`src/rtl/noc_arb_pkg.sv`:
```
// Shared types for the tile NoC egress arbiter.
//   arb_state_t : arbiter FSM state (IDLE searches for a requester, LOCKED forwards one packet).
//   axis_beat_t : one AXI-Stream beat at the default 32-bit tile width, packed {data, keep, last}.
//   rr_next     : round-robin successor of a source index, wrapping at n.
package noc_arb_pkg;

    typedef enum logic {
        ARB_IDLE   = 1'b0,
        ARB_LOCKED = 1'b1
    } arb_state_t;

    typedef struct packed {
        logic [31:0] data;
        logic [3:0]  keep;
        logic        last;
    } axis_beat_t;

    function automatic int rr_next(input int ptr, input int n);
        return (ptr == n - 1) ? 0 : ptr + 1;
    endfunction

endpackage

```
`src/rtl/axis_skid2.sv`:
```
// 2-entry in-order registered stream buffer.
// Ports:
//   clk, rst_n              clock, asynchronous active-low reset
//   push, push_data/keep/last  write one beat (ignored when full)
//   count                   number of buffered beats (0..2), registered
//   out_valid/data/keep/last   head of the buffer, driven straight from flops
//   out_ready               downstream accepts the head this cycle
// Handshake: a beat moves on out_* when out_valid & out_ready at a rising edge.
// The writer is expected to gate push with (count != 2); out_ready only affects
// the pop, so there is no combinational path from out_ready back to the writer.
module axis_skid2 #(
    parameter int DATA_W = 32,
    parameter int KEEP_W = 4
) (
    input  logic              clk,
    input  logic              rst_n,
    input  logic              push,
    input  logic [DATA_W-1:0] push_data,
    input  logic [KEEP_W-1:0] push_keep,
    input  logic              push_last,
    output logic [1:0]        count,
    output logic              out_valid,
    output logic [DATA_W-1:0] out_data,
    output logic [KEEP_W-1:0] out_keep,
    output logic              out_last,
    input  logic              out_ready
);

    localparam int W = DATA_W + KEEP_W + 1;

    logic [W-1:0] head_q;
    logic [W-1:0] tail_q;
    logic [W-1:0] push_beat;
    logic [1:0]   cnt_q;
    logic         do_push;
    logic         do_pop;

    assign push_beat = {push_data, push_keep, push_last};
    assign do_push   = push && (cnt_q != 2'd2);
    assign do_pop    = (cnt_q != 2'd0) && out_ready;

    // head_q is always the oldest beat, so a beat pushed into an empty
    // buffer is visible on out_* right after the edge that wrote it.
    always_ff @(posedge clk or negedge rst_n) begin
        if (!rst_n) begin
            head_q <= '0;
            tail_q <= '0;
            cnt_q  <= 2'd0;
        end else begin
            case ({do_push, do_pop})
                2'b10: begin
                    if (cnt_q == 2'd0) head_q <= push_beat;
                    else               tail_q <= push_beat;
                    cnt_q <= cnt_q + 2'd1;
                end
                2'b01: begin
                    head_q <= tail_q;
                    cnt_q  <= cnt_q - 2'd1;
                end
                2'b11: begin
                    if (cnt_q == 2'd1) begin
                        head_q <= push_beat;
                    end else begin
                        head_q <= tail_q;
                        tail_q <= push_beat;
                    end
                end
                default: ;
            endcase
        end
    end

    assign count     = cnt_q;
    assign out_valid = (cnt_q != 2'd0);
    assign {out_data, out_keep, out_last} = head_q;

endmodule

```
`src/rtl/noc_rr_pkt_arbiter.sv`:
```
// Packet-atomic round-robin arbiter: merges N_REQ AXI-Stream sources onto the
// tile NoC egress port. A granted source keeps the grant until its TLAST beat
// is accepted; the egress side is a registered 2-entry skid buffer.
// Ports:
//   clk_line, clk_line_rst_low        line clock, asynchronous active-low reset
//   s_TVALID/TDATA/TKEEP/TLAST        per-source streams, source i at slice i
//   s_TREADY                          per-source ready, one-hot or zero
//   m_TVALID/TDATA/TKEEP/TLAST/TREADY egress stream
//   grant_id                          current or last granted source
//   busy                              1 while a packet is locked (FSM state)
//   err_overlong                      sticky, a packet exceeded MAX_BEATS beats
// Handshake (all ports): a beat transfers at a rising edge where VALID & READY;
// VALID never waits for READY, and s_TREADY depends only on registered state.
module noc_rr_pkt_arbiter
    import noc_arb_pkg::*;
#(
    parameter int N_REQ     = 4,
    parameter int DATA_W    = 32,
    parameter int KEEP_W    = 4,
    parameter int MAX_BEATS = 256,
    localparam int ID_W     = (N_REQ > 1) ? $clog2(N_REQ) : 1,
    localparam int BC_W     = $clog2(MAX_BEATS + 1)
) (
    input  logic                     clk_line,
    input  logic                     clk_line_rst_low,
    input  logic [N_REQ-1:0]         s_TVALID,
    input  logic [N_REQ*DATA_W-1:0]  s_TDATA,
    input  logic [N_REQ*KEEP_W-1:0]  s_TKEEP,
    input  logic [N_REQ-1:0]         s_TLAST,
    output logic [N_REQ-1:0]         s_TREADY,
    output logic                     m_TVALID,
    output logic [DATA_W-1:0]        m_TDATA,
    output logic [KEEP_W-1:0]        m_TKEEP,
    output logic                     m_TLAST,
    input  logic                     m_TREADY,
    output logic [ID_W-1:0]          grant_id,
    output logic                     busy,
    output logic                     err_overlong
);

    arb_state_t        state_q, state_d;
    logic [ID_W-1:0]   grant_q;
    logic [ID_W-1:0]   rr_ptr_q;
    logic [BC_W-1:0]   beat_cnt_q;
    logic              err_q;
    logic [1:0]        skid_cnt;

    logic [N_REQ-1:0]  rot;
    logic              found;
    logic [ID_W-1:0]   offset;
    logic [ID_W:0]     sum;
    logic [ID_W-1:0]   pick;

    logic [DATA_W-1:0] sel_data;
    logic [KEEP_W-1:0] sel_keep;
    logic              sel_last;
    logic              accept;

    // Priority search: rotate the request vector so bit 0 is rr_ptr, take the
    // first set bit, then map the offset back to a source index modulo N_REQ.
    always_comb begin
        rot    = N_REQ'({s_TVALID, s_TVALID} >> rr_ptr_q);
        found  = 1'b0;
        offset = '0;
        for (int k = 0; k < N_REQ; k++) begin
            if (!found && rot[k]) begin
                found  = 1'b1;
                offset = ID_W'(k);
            end
        end
        sum = {1'b0, rr_ptr_q} + {1'b0, offset};
        if (sum >= (ID_W+1)'(N_REQ)) sum = sum - (ID_W+1)'(N_REQ);
        pick = sum[ID_W-1:0];
    end

    // Input mux on the registered grant.
    always_comb begin
        sel_data = '0;
        sel_keep = '0;
        sel_last = 1'b0;
        for (int i = 0; i < N_REQ; i++) begin
            if (grant_q == ID_W'(i)) begin
                sel_data = s_TDATA[i*DATA_W +: DATA_W];
                sel_keep = s_TKEEP[i*KEEP_W +: KEEP_W];
                sel_last = s_TLAST[i];
            end
        end
    end

    always_ff @(posedge clk_line or negedge clk_line_rst_low) begin
        if (!clk_line_rst_low) state_q <= ARB_IDLE;
        else                   state_q <= state_d;
    end

    // Next state and FSM outputs. Ready is offered only to the locked source
    // and only while the skid has room.
    always_comb begin
        state_d  = state_q;
        s_TREADY = '0;
        busy     = 1'b0;
        accept   = 1'b0;
        case (state_q)
            ARB_IDLE: begin
                if (found) state_d = ARB_LOCKED;
            end
            ARB_LOCKED: begin
                busy = 1'b1;
                for (int i = 0; i < N_REQ; i++) begin
                    s_TREADY[i] = (grant_q == ID_W'(i)) && (skid_cnt != 2'd2);
                end
                accept = |(s_TVALID & s_TREADY);
                if (accept && sel_last) state_d = ARB_IDLE;
            end
            default: state_d = ARB_IDLE;
        endcase
    end

    always_ff @(posedge clk_line or negedge clk_line_rst_low) begin
        if (!clk_line_rst_low) begin
            grant_q    <= '0;
            rr_ptr_q   <= '0;
            beat_cnt_q <= '0;
            err_q      <= 1'b0;
        end else begin
            if (state_q == ARB_IDLE && found) grant_q <= pick;
            if (accept) begin
                if (sel_last) begin
                    beat_cnt_q <= '0;
                    rr_ptr_q   <= ID_W'(rr_next(int'(grant_q), N_REQ));
                end else begin
                    if (beat_cnt_q != BC_W'(MAX_BEATS)) beat_cnt_q <= beat_cnt_q + BC_W'(1);
                    // Overlong packets are still forwarded; only the flag records it.
                    if (beat_cnt_q == BC_W'(MAX_BEATS - 1)) err_q <= 1'b1;
                end
            end
        end
    end

    axis_skid2 #(
        .DATA_W (DATA_W),
        .KEEP_W (KEEP_W)
    ) u_skid (
        .clk       (clk_line),
        .rst_n     (clk_line_rst_low),
        .push      (accept),
        .push_data (sel_data),
        .push_keep (sel_keep),
        .push_last (sel_last),
        .count     (skid_cnt),
        .out_valid (m_TVALID),
        .out_data  (m_TDATA),
        .out_keep  (m_TKEEP),
        .out_last  (m_TLAST),
        .out_ready (m_TREADY)
    );

    assign grant_id     = grant_q;
    assign err_overlong = err_q;

endmodule

```
`config.mk`:
```
export PLATFORM = sky130hd
export DESIGN_NAME = noc_rr_pkt_arbiter
export DESIGN_NICKNAME = d
export VERILOG_FILES = /design/src/rtl/noc_arb_pkg.sv /design/src/rtl/axis_skid2.sv /design/src/rtl/noc_rr_pkt_arbiter.sv
export SDC_FILE = /design/constraint.sdc
export NUM_CORES = 1
export LEC_CHECK = 0
export BUFFER_PORTS_ARGS = -buffer_cell sky130_fd_sc_hd__buf_2
export CELL_PAD_IN_SITES_DETAIL_PLACEMENT = 1
export CELL_PAD_IN_SITES_GLOBAL_PLACEMENT = 1
export CORE_MARGIN = 1
export CORE_UTILIZATION = 37
export CTS_BUF_LIST = sky130_fd_sc_hd__clkbuf_8
export CTS_CLUSTER_DIAMETER = 30
export CTS_CLUSTER_SIZE = 20
export DETAILED_ROUTE_END_ITERATION = 10
export PLACE_DENSITY_LB_ADDON = 0.3
export SYNTH_ARGS = -nofsm -noshare
export SYNTH_HDL_FRONTEND = slang
export SYNTH_SLANG_ARGS = --single-unit
export TNS_END_PERCENT = 100
```
`constraint.sdc`:
```
create_clock -name clk_line -period 3.3 [get_ports clk_line]
set_input_delay 0.33 -clock clk_line [delete_from_list [all_inputs] [get_ports clk_line]]
set_output_delay 0.33 -clock clk_line [all_outputs]
set_load 0.05 [all_outputs]
```
==> run_results.csv, run 1 <==
group,metric,value,unit
global_route,track_usage,0.238,
critical_path,r2r-start,"u_skid.count[0]",
synth,yosys.area_share.simple,0.101,
clocking,post-cts-setup-buffer-count,0,
placement,portBuffers,200,
route,dr.pass1.iters,4,
synth,synth_xor_area_frac,0.00812,
synth,synth-adder-area-share,0.0325,
clocking,clock-sinks,91,
route,num_vias,5365,
clocking,htreeDepth,3,
route,drt-initial-drc-count,240,
floorplan,fp.dieW,123,um
critical_path,critPathSlowestCell,"nor2_4",
clocking,clk_pin_slew,0.09,ns
synth,syn_inst,627,
route,wl_per_cell,18.3,um
synth,syn_area,0.00540,mm2
timing,setup_violations,0,
placement,gp_congestion,0.853,
synth,synthMuxAreaShare,0.00812,
finish,nFillCells,1733,
floorplan,rows,43,
power_and_ir_drop,p_per_area,1110,mW/mm2
critical_path,path_buf_inv,3,
global_route,first_global_vias,5502,
clocking,cts_buffers,9,
critical_path,critPathRequiredTime,3.57,ns
timing,fin_worst_skew,0.0125,ns
global_route,grt_pass1_wl,27.5,mm
power_and_ir_drop,ir_worst_vdd,0.791,mV
floorplan,start_util,0.384,
clocking,cts-root-buf,"clkbuf_8",
floorplan,die_area,0.0151,mm2
synth,synth_top_family_by_area,"compound AO/OA/AOI/OAI gates",
finish,fin_nets,969,
clocking,clockBufferDepth,2,
critical_path,path_max_fanout,37,
synth,synth_edf_count,0,
timing,finalCriticalPeriod,3.00,ns
critical_path,crit_family,"simple AND/OR/NAND/NOR gates",
global_route,antenna_found_initial,0,
critical_path,r2r-end,"u_skid.head_q[4]",
clocking,tritoncts,"yes",
critical_path,cp.depth,10,
critical_path,path_class,"reg -> reg",
status,status,"finished, final reports clean",
critical_path,reg2reg_depth,10,
route,drc,0,
synth,async_reset_ff_frac,1.00,
synth,ys_warn_count,0,
floorplan,die_h,123,um
timing,tightest_slew,1.19,ns
clocking,clk_latency,0.37,ns
floorplan,io_pins,201,
critical_path,r2r_slack,0.30,ns
hold_path,worstHoldPathType,"in -> async",
synth,synth_flop_cell,"dfrtp_1",
synth,ys_seq_area_frac,0.422,
critical_path,cp-start-kind,"flop",
critical_path,worstSetupEndpointType,"flop",
synth,ys_ff_latch,91,
finish,final_layout_size_suffix_gt1_frac,0.344,
placement,place_hpwl,13.0,mm
finish,antenna_cells,0,
finish,syn2layout_area_growth,24.0,%
route,vias_per_cell,5.45,
power_and_ir_drop,p_leak,0.00328,uW
timing,fin_crit_sh,0.910,
global_route,grt_max_degree,86,
timing,max-slew-margin-rel,0.204,
timing,tns,0,ns
synth,synth_cell_types,43,
timing,max_freq,333,MHz
synth,synth_fp_nets,796,
clocking,cts.hold.buffers_added,0,
clocking,ctsResizeCount,0,
synth,syn_area_per_cell,8.61,um2
route,ant_nets,0,
synth,synth_compound_area_frac,0.346,
route,finalWirelength,18.0,mm
floorplan,core_area,0.0140,mm2
critical_path,cp.arrival,3.27,ns
critical_path,crit_path_cell_trace,"inv_1 -> ha_1 -> inv_2 -> nand2_1 -> inv_2 -> ha_1 -> a21oi_1 -> nor2_4 -> a22oi_1 -> o21ai_0",
timing,finalMaxSlewViolations,0,
critical_path,cp_slowest_stage_delay,0.91,ns
global_route,grt_overflow,0,
timing,hold_viol_final,0,
timing,rsz0062_at_grt,"false",
power_and_ir_drop,power,7400,uW
placement,post-place-cells,969,
finish,final_cells,985,
flow_run,drv_cap,0,
## cells in the mapped netlist, types with 14 or more instances
library cell | number | area [um2]
a22oi_2 | 18 | 225
buf_1 | 20 | 75.1
o21ai_0 | 59 | 295
clkbuf_1 | 16 | 60.1
inv_1 | 47 | 176
ha_1 | 14 | 175
a22oi_1 | 57 | 428
nand2_1 | 48 | 180
a21oi_1 | 115 | 576
dfrtp_1 | 91 | 2280
o21ai_2 | 19 | 166
nor2_1 | 45 | 169
## flip-flops by register name, indices dropped and copies added, names as in the netlist
register	cells
state_q	1
u_skid.count	2
grant_id	2
beat_cnt_q	9
rr_ptr_q	2
u_skid.head_q	37
err_overlong	1
u_skid.tail_q	37
## worst max path at each step
stage	from	endpoint	slack, ns
final	u_skid.count[0]	u_skid.head_q[4]	0.30
after global routing	u_skid.count[0]	u_skid.head_q[4]	0.05
after CTS	u_skid.count[0]	u_skid.head_q[4]	0.24
after detailed placement	u_skid.count[0]	u_skid.head_q[0]	0.26
after global placement	u_skid.count[0]	u_skid.head_q[0]	0.47
after floorplan	grant_id[0]	u_skid.tail_q[32]	0.49
## metal layers
| layer | routed length, um | up-vias | global-route usage |
|---|---|---|---|
| met1 | 7630 | 2622 | 0.283 |
| met2 | 9140 | 166 | 0.430 |
| met4 | 257 | 0 | 0.0694 |
| li1 | - | 2559 | - |
| met5 | 0 | - | 0 |
| met3 | 1010 | 18 | 0.0474 |
## power by group
group          total (uW)  internal [uW]  switching, uW  leakage, uW
clock network         838            442            395     0.000119
logic                4630           1440           3190      0.00204
registers            1940           1600            336      0.00112
total                7400           3480           3920      0.00328
## cell type report
cell class	instances	area (um2)	area share
repair buffers	212	1090	0.163
clock buffers	10	138	0.0206
flip-flops and latches	91	2280	0.340
well taps	180	225	0.0337
clock inverters	6	81.3	0.0122
multi-input cells	436	2690	0.402
inverters	50	188	0.0280
## kinds of logic after synthesis
group	Yosys count
flip-flops	91
AND/OR/NAND/NOR	124
multiplexers	4
adder cells (fa/ha/maj)	14
XOR/XNOR	5
AO/OA/AOI/OAI	289
buffers and inverters	100
## cell usage in the layout (no fill, tap or decap), drive strengths merged
master  synthesis  routed
nand2          49      49
mux2            3       3
xnor2           3       3
a22oi          75      75
dfrtp          91      91
nor3            1       1
nor2           46      46
mux2i           1       1
and3            8       8
a32oi           1       1
or4             1       1
nor4            1       1
and2            5       5
a31oi           1       1
inv            50      52
nand3b          1       1
a21oi         116     116
o21ai          83      83
nor3b           1       1
ha             14      14
nor2b           8       8
bufinv          0       2
o211a           1       1
a211oi          2       2
and2b           1       1
clkbuf         16      10
xor2            2       2
clkinv          0       2
a22o            5       5
nand3           1       1
buf            34     212
o22ai           3       3
nand4           1       1
a21o            2       2
## per-stage QoR
stage / cell area [um2] / hold WS [ns] / utilization / worst slack [ns]
5_1_grt: 6690 / 0.219 / 0.477 / 0.0478
4_1_cts: 6690 / 0.189 / 0.477 / 0.242
2_1_floorplan: 5400 / 0.0344 / - / 0.494
6_report: 6690 / 0.137 / 0.477 / 0.299
3_3_place_gp: 6470 / 0.461 / 0.461 / 0.472
3_5_place_dp: 6470 / 0.455 / 0.461 / 0.264
Power figures use the tool's default switching activity.
==> run 2, diff against run 1 <==
- ABC_AREA: unset -> 1
- CELL_PAD_IN_SITES_DETAIL_PLACEMENT: 1 -> unset
- CELL_PAD_IN_SITES_GLOBAL_PLACEMENT: 1 -> unset
- CORE_UTILIZATION: 37 -> 50
- clock period: 3.3 -> 3.7 ns (I/O delays scaled with it)
==> run 2 against run 1 <==
Against the previous run:
- total power is 6.3% lower
- hold slack worse by 0.062 ns
- critical path depth is 3 higher
- clock-buffer cell count is 1 lower
- sequential share of layout area is 2.8 points lower
- register-to-register slack better by 0.55 ns
- global-route usage is 4.2 points higher
- via count is 17% higher
- combinational power is 4% lower
- largest cell class unchanged
- highest routed layer unchanged
- critical endpoint is now u_skid.head_q[14]
- largest power group unchanged
- die area is 16% lower
- clock skew is 0.0011 ns higher
==> run_results.csv, run 2 <==
group,metric,value,unit
placement,gp_congestion,0.862,
route,drc,0,
clocking,clock-sinks,91,
synth,synth_edf_count,0,
route,ant_nets,0,
route,finalWirelength,17.0,mm
critical_path,path_class,"reg -> reg",
floorplan,start_util,0.524,
critical_path,path_max_fanout,37,
synth,ys_warn_count,0,
power_and_ir_drop,p_switching,3800,uW
synth,yosys.area_share.simple,0.440,
global_route,track_usage,0.280,
synth,ys_ff_latch,91,
flow_run,drv_cap,0,
timing,fin_worst_skew,0.0136,ns
timing,tns,0,ns
synth,syn_area_per_cell,6.82,um2
synth,synth_area_leaders,"dfrtp_1 37%, nand2_1 26%, nor2_1 6.0%, nand3_2 4.9%, nand3_1 3.9%",
critical_path,cp-start-kind,"flop",
power_and_ir_drop,p_int,3150,uW
timing,finalMaxSlewViolations,0,
global_route,grt_max_degree,66,
clocking,tritoncts,"yes",
synth,syn_area,0.00611,mm2
power_and_ir_drop,p_clk_frac,0.107,
floorplan,die_area,0.0127,mm2
global_route,grt_pass1_wl,27.9,mm
timing,max-slew-margin-rel,0.373,
synth,async_reset_ff_frac,1.00,
floorplan,io_pins,201,
synth,synth_xor_area_frac,0.0115,
power_and_ir_drop,p_leak,0.00408,uW
power_and_ir_drop,switching_share,0.547,
critical_path,worstSetupEndpointType,"flop",
synth,synth_top_family_by_area,"simple AND/OR/NAND/NOR gates",
clocking,clk_latency,0.37,ns
finish,fin_nets,1236,
finish,syn2layout_area_growth,19.5,%
placement,place_hpwl,11.7,mm
clocking,post-cts-setup-buffer-count,0,
power_and_ir_drop,p_comb_frac,0.643,
clocking,clockBufferDepth,2,
floorplan,fp.dieW,113,um
synth,synthMuxAreaShare,0,
timing,finalCriticalPeriod,2.86,ns
synth,synth_cell_types,31,
synth,yosysTopAreaCell,"dfrtp_1",
finish,top_regs,"u_skid.head_q: 37 flops, u_skid.tail_q: 37 flops, beat_cnt_q: 9 flops",
route,vias_per_cell,5.15,
synth,syn_inst,895,
synth,synth_fp_nets,1064,
synth,netlist.area_leader.share,0.373,
route,num_vias,6268,
clocking,ctsResizeCount,0,
power_and_ir_drop,ir_worst_vdd,0.455,mV
global_route,grt_overflow,0,
timing,fin_crit_sh,0.772,
timing,setup_violations,0,
critical_path,cp.arrival,3.16,ns
synth,synth_flop_cell,"dfrtp_1",
global_route,first_global_vias,5705,
clocking,clk_pin_slew,0.09,ns
critical_path,critPathRequiredTime,4.01,ns
floorplan,core_area,0.0117,mm2
timing,hold_viol_final,0,
timing,finalWorstSetupSlack,0.844,ns
hold_path,worstHoldPathType,"in -> async",
timing,max_freq,350,MHz
finish,mostFrequentLayoutCells,"417 x nand2_1, 199 x buf_2, 96 x nor2_1",
global_route,antenna_found_initial,1,
status,status,"finished, final reports clean",
power_and_ir_drop,seq_power_share,0.250,
finish,final_layout_size_suffix_gt1_frac,0.269,
clocking,cts.hold.buffers_added,0,
route,drt-initial-drc-count,405,
clocking,cts-root-buf,"clkbuf_8",
synth,ys_seq_area_frac,0.373,
synth,synth-adder-area-share,0.0287,
route,dr.pass1.iters,6,
power_and_ir_drop,p_per_area,951,mW/mm2
floorplan,die_h,113,um
timing,rsz0062_at_grt,"false",
synth,synth_most_common_cell,"nand2_1",
finish,layout_commonest_cell,"nand2_1",
power_and_ir_drop,power,6940,uW
timing,tightest_slew,0.938,ns
route,wl_per_cell,14.0,um
clocking,cts_buffers,9,
placement,place_ws,0.863,ns
placement,portBuffers,200,
floorplan,rows,39,
clocking,htreeDepth,3,
synth,synthTopCellsByCount,"417 x nand2_1, 97 x nor2_1, 91 x dfrtp_1",
synth,synth_compound_area_frac,0.0797,
run 2: cell types whose count changed after synthesis, sizes merged, moves of 11 or more:
cell    previous run  this run
inv               50        28
o21ai             83         5
nor2              46       101
buf               34        45
a22oi             75         0
a31oi              1        27
a21oi            116        39
clkbuf            16         4
nand3              1        78
nand2             49       425
run 2: final timing paths:
check | startpoint | endpoint | slack, ns | depth (start not counted)
max | grant_id[0] | u_skid.head_q[14] | 0.84 | 13
max reg2reg | grant_id[0] | u_skid.head_q[14] | 0.84 | 13
min reg2reg | u_skid.tail_q[19] | u_skid.tail_q[19] | 0.49 | 2
max in group asynchronous | clk_line_rst_low | beat_cnt_q[1] | 2.69 | 2
min in group clk_line | s_TDATA[111] | u_skid.tail_q[20] | 0.27 | 3
min | clk_line_rst_low | u_skid.tail_q[13] | 0.07 | 1
run 2: final cells by class:
cell class | count | area (um2)
Sequential cell | 91 | 2280
Clock buffer | 9 | 124
Clock inverter | 7 | 92.6
Timing Repair Buffer | 210 | 1090
Multi-Input combinational cell | 727 | 3430
Fill cell | 1124 | 4370
Inverter | 28 | 105
Antenna cell | 1 | 2.50
Tap cell | 143 | 179
run 2: kinds of logic after synthesis:
| logic type | Yosys count |
|---|---|
| buffers and inverters | 77 |
| XOR/XNOR | 8 |
| flip-flops | 91 |
| adder cells (fa/ha/maj) | 14 |
| AND/OR/NAND/NOR | 621 |
| AO/OA/AOI/OAI | 84 |
run 2: power by group through the flow:
stage          registers [uW]  logic, uW  clock network [uW]
6_report                 1730       4460                 743
5_1_grt                  1780       5020                 796
4_1_cts                  1730       4480                 753
3_5_place_dp             1740       4460                   0
3_3_place_gp             1730       4390                   0
2_1_floorplan            2310       2920                   0
run 2: worst max-delay path, stage by stage (launching register included):
cell     delay (ns)
dfrtp_1        0.43
inv_1          0.12
ha_1           0.43
nand3_1        0.15
nand2_2        0.10
nor2_4         0.05
nor2_8         0.13
ha_1           0.20
a21oi_1        0.10
nor2_4         0.72
nand2_1        0.12
nand2_1        0.11
nand2_1        0.05
nand2_1        0.07
run 2: metal layers:
metal | vias to the layer above | global-route usage | wire length [um]
met5 | - | 0 | 0
li1 | 3190 | - | -
met3 | 22 | 0.0373 | 977
met4 | 0 | 0.0942 | 303
met2 | 227 | 0.467 | 8120
met1 | 2829 | 0.376 | 7590
run 2: per-stage QoR:
stage	instance area (um2)	instances	hold WS, ns	utilization
after floorplan	6110	895	0.0744	-
after CTS	7290	1215	0.0975	0.625
final	7300	1216	0.0746	0.626
after global placement	7080	1199	0.462	0.607
after global routing	7300	1216	0.124	0.626
after detailed placement	7080	1199	0.466	0.607
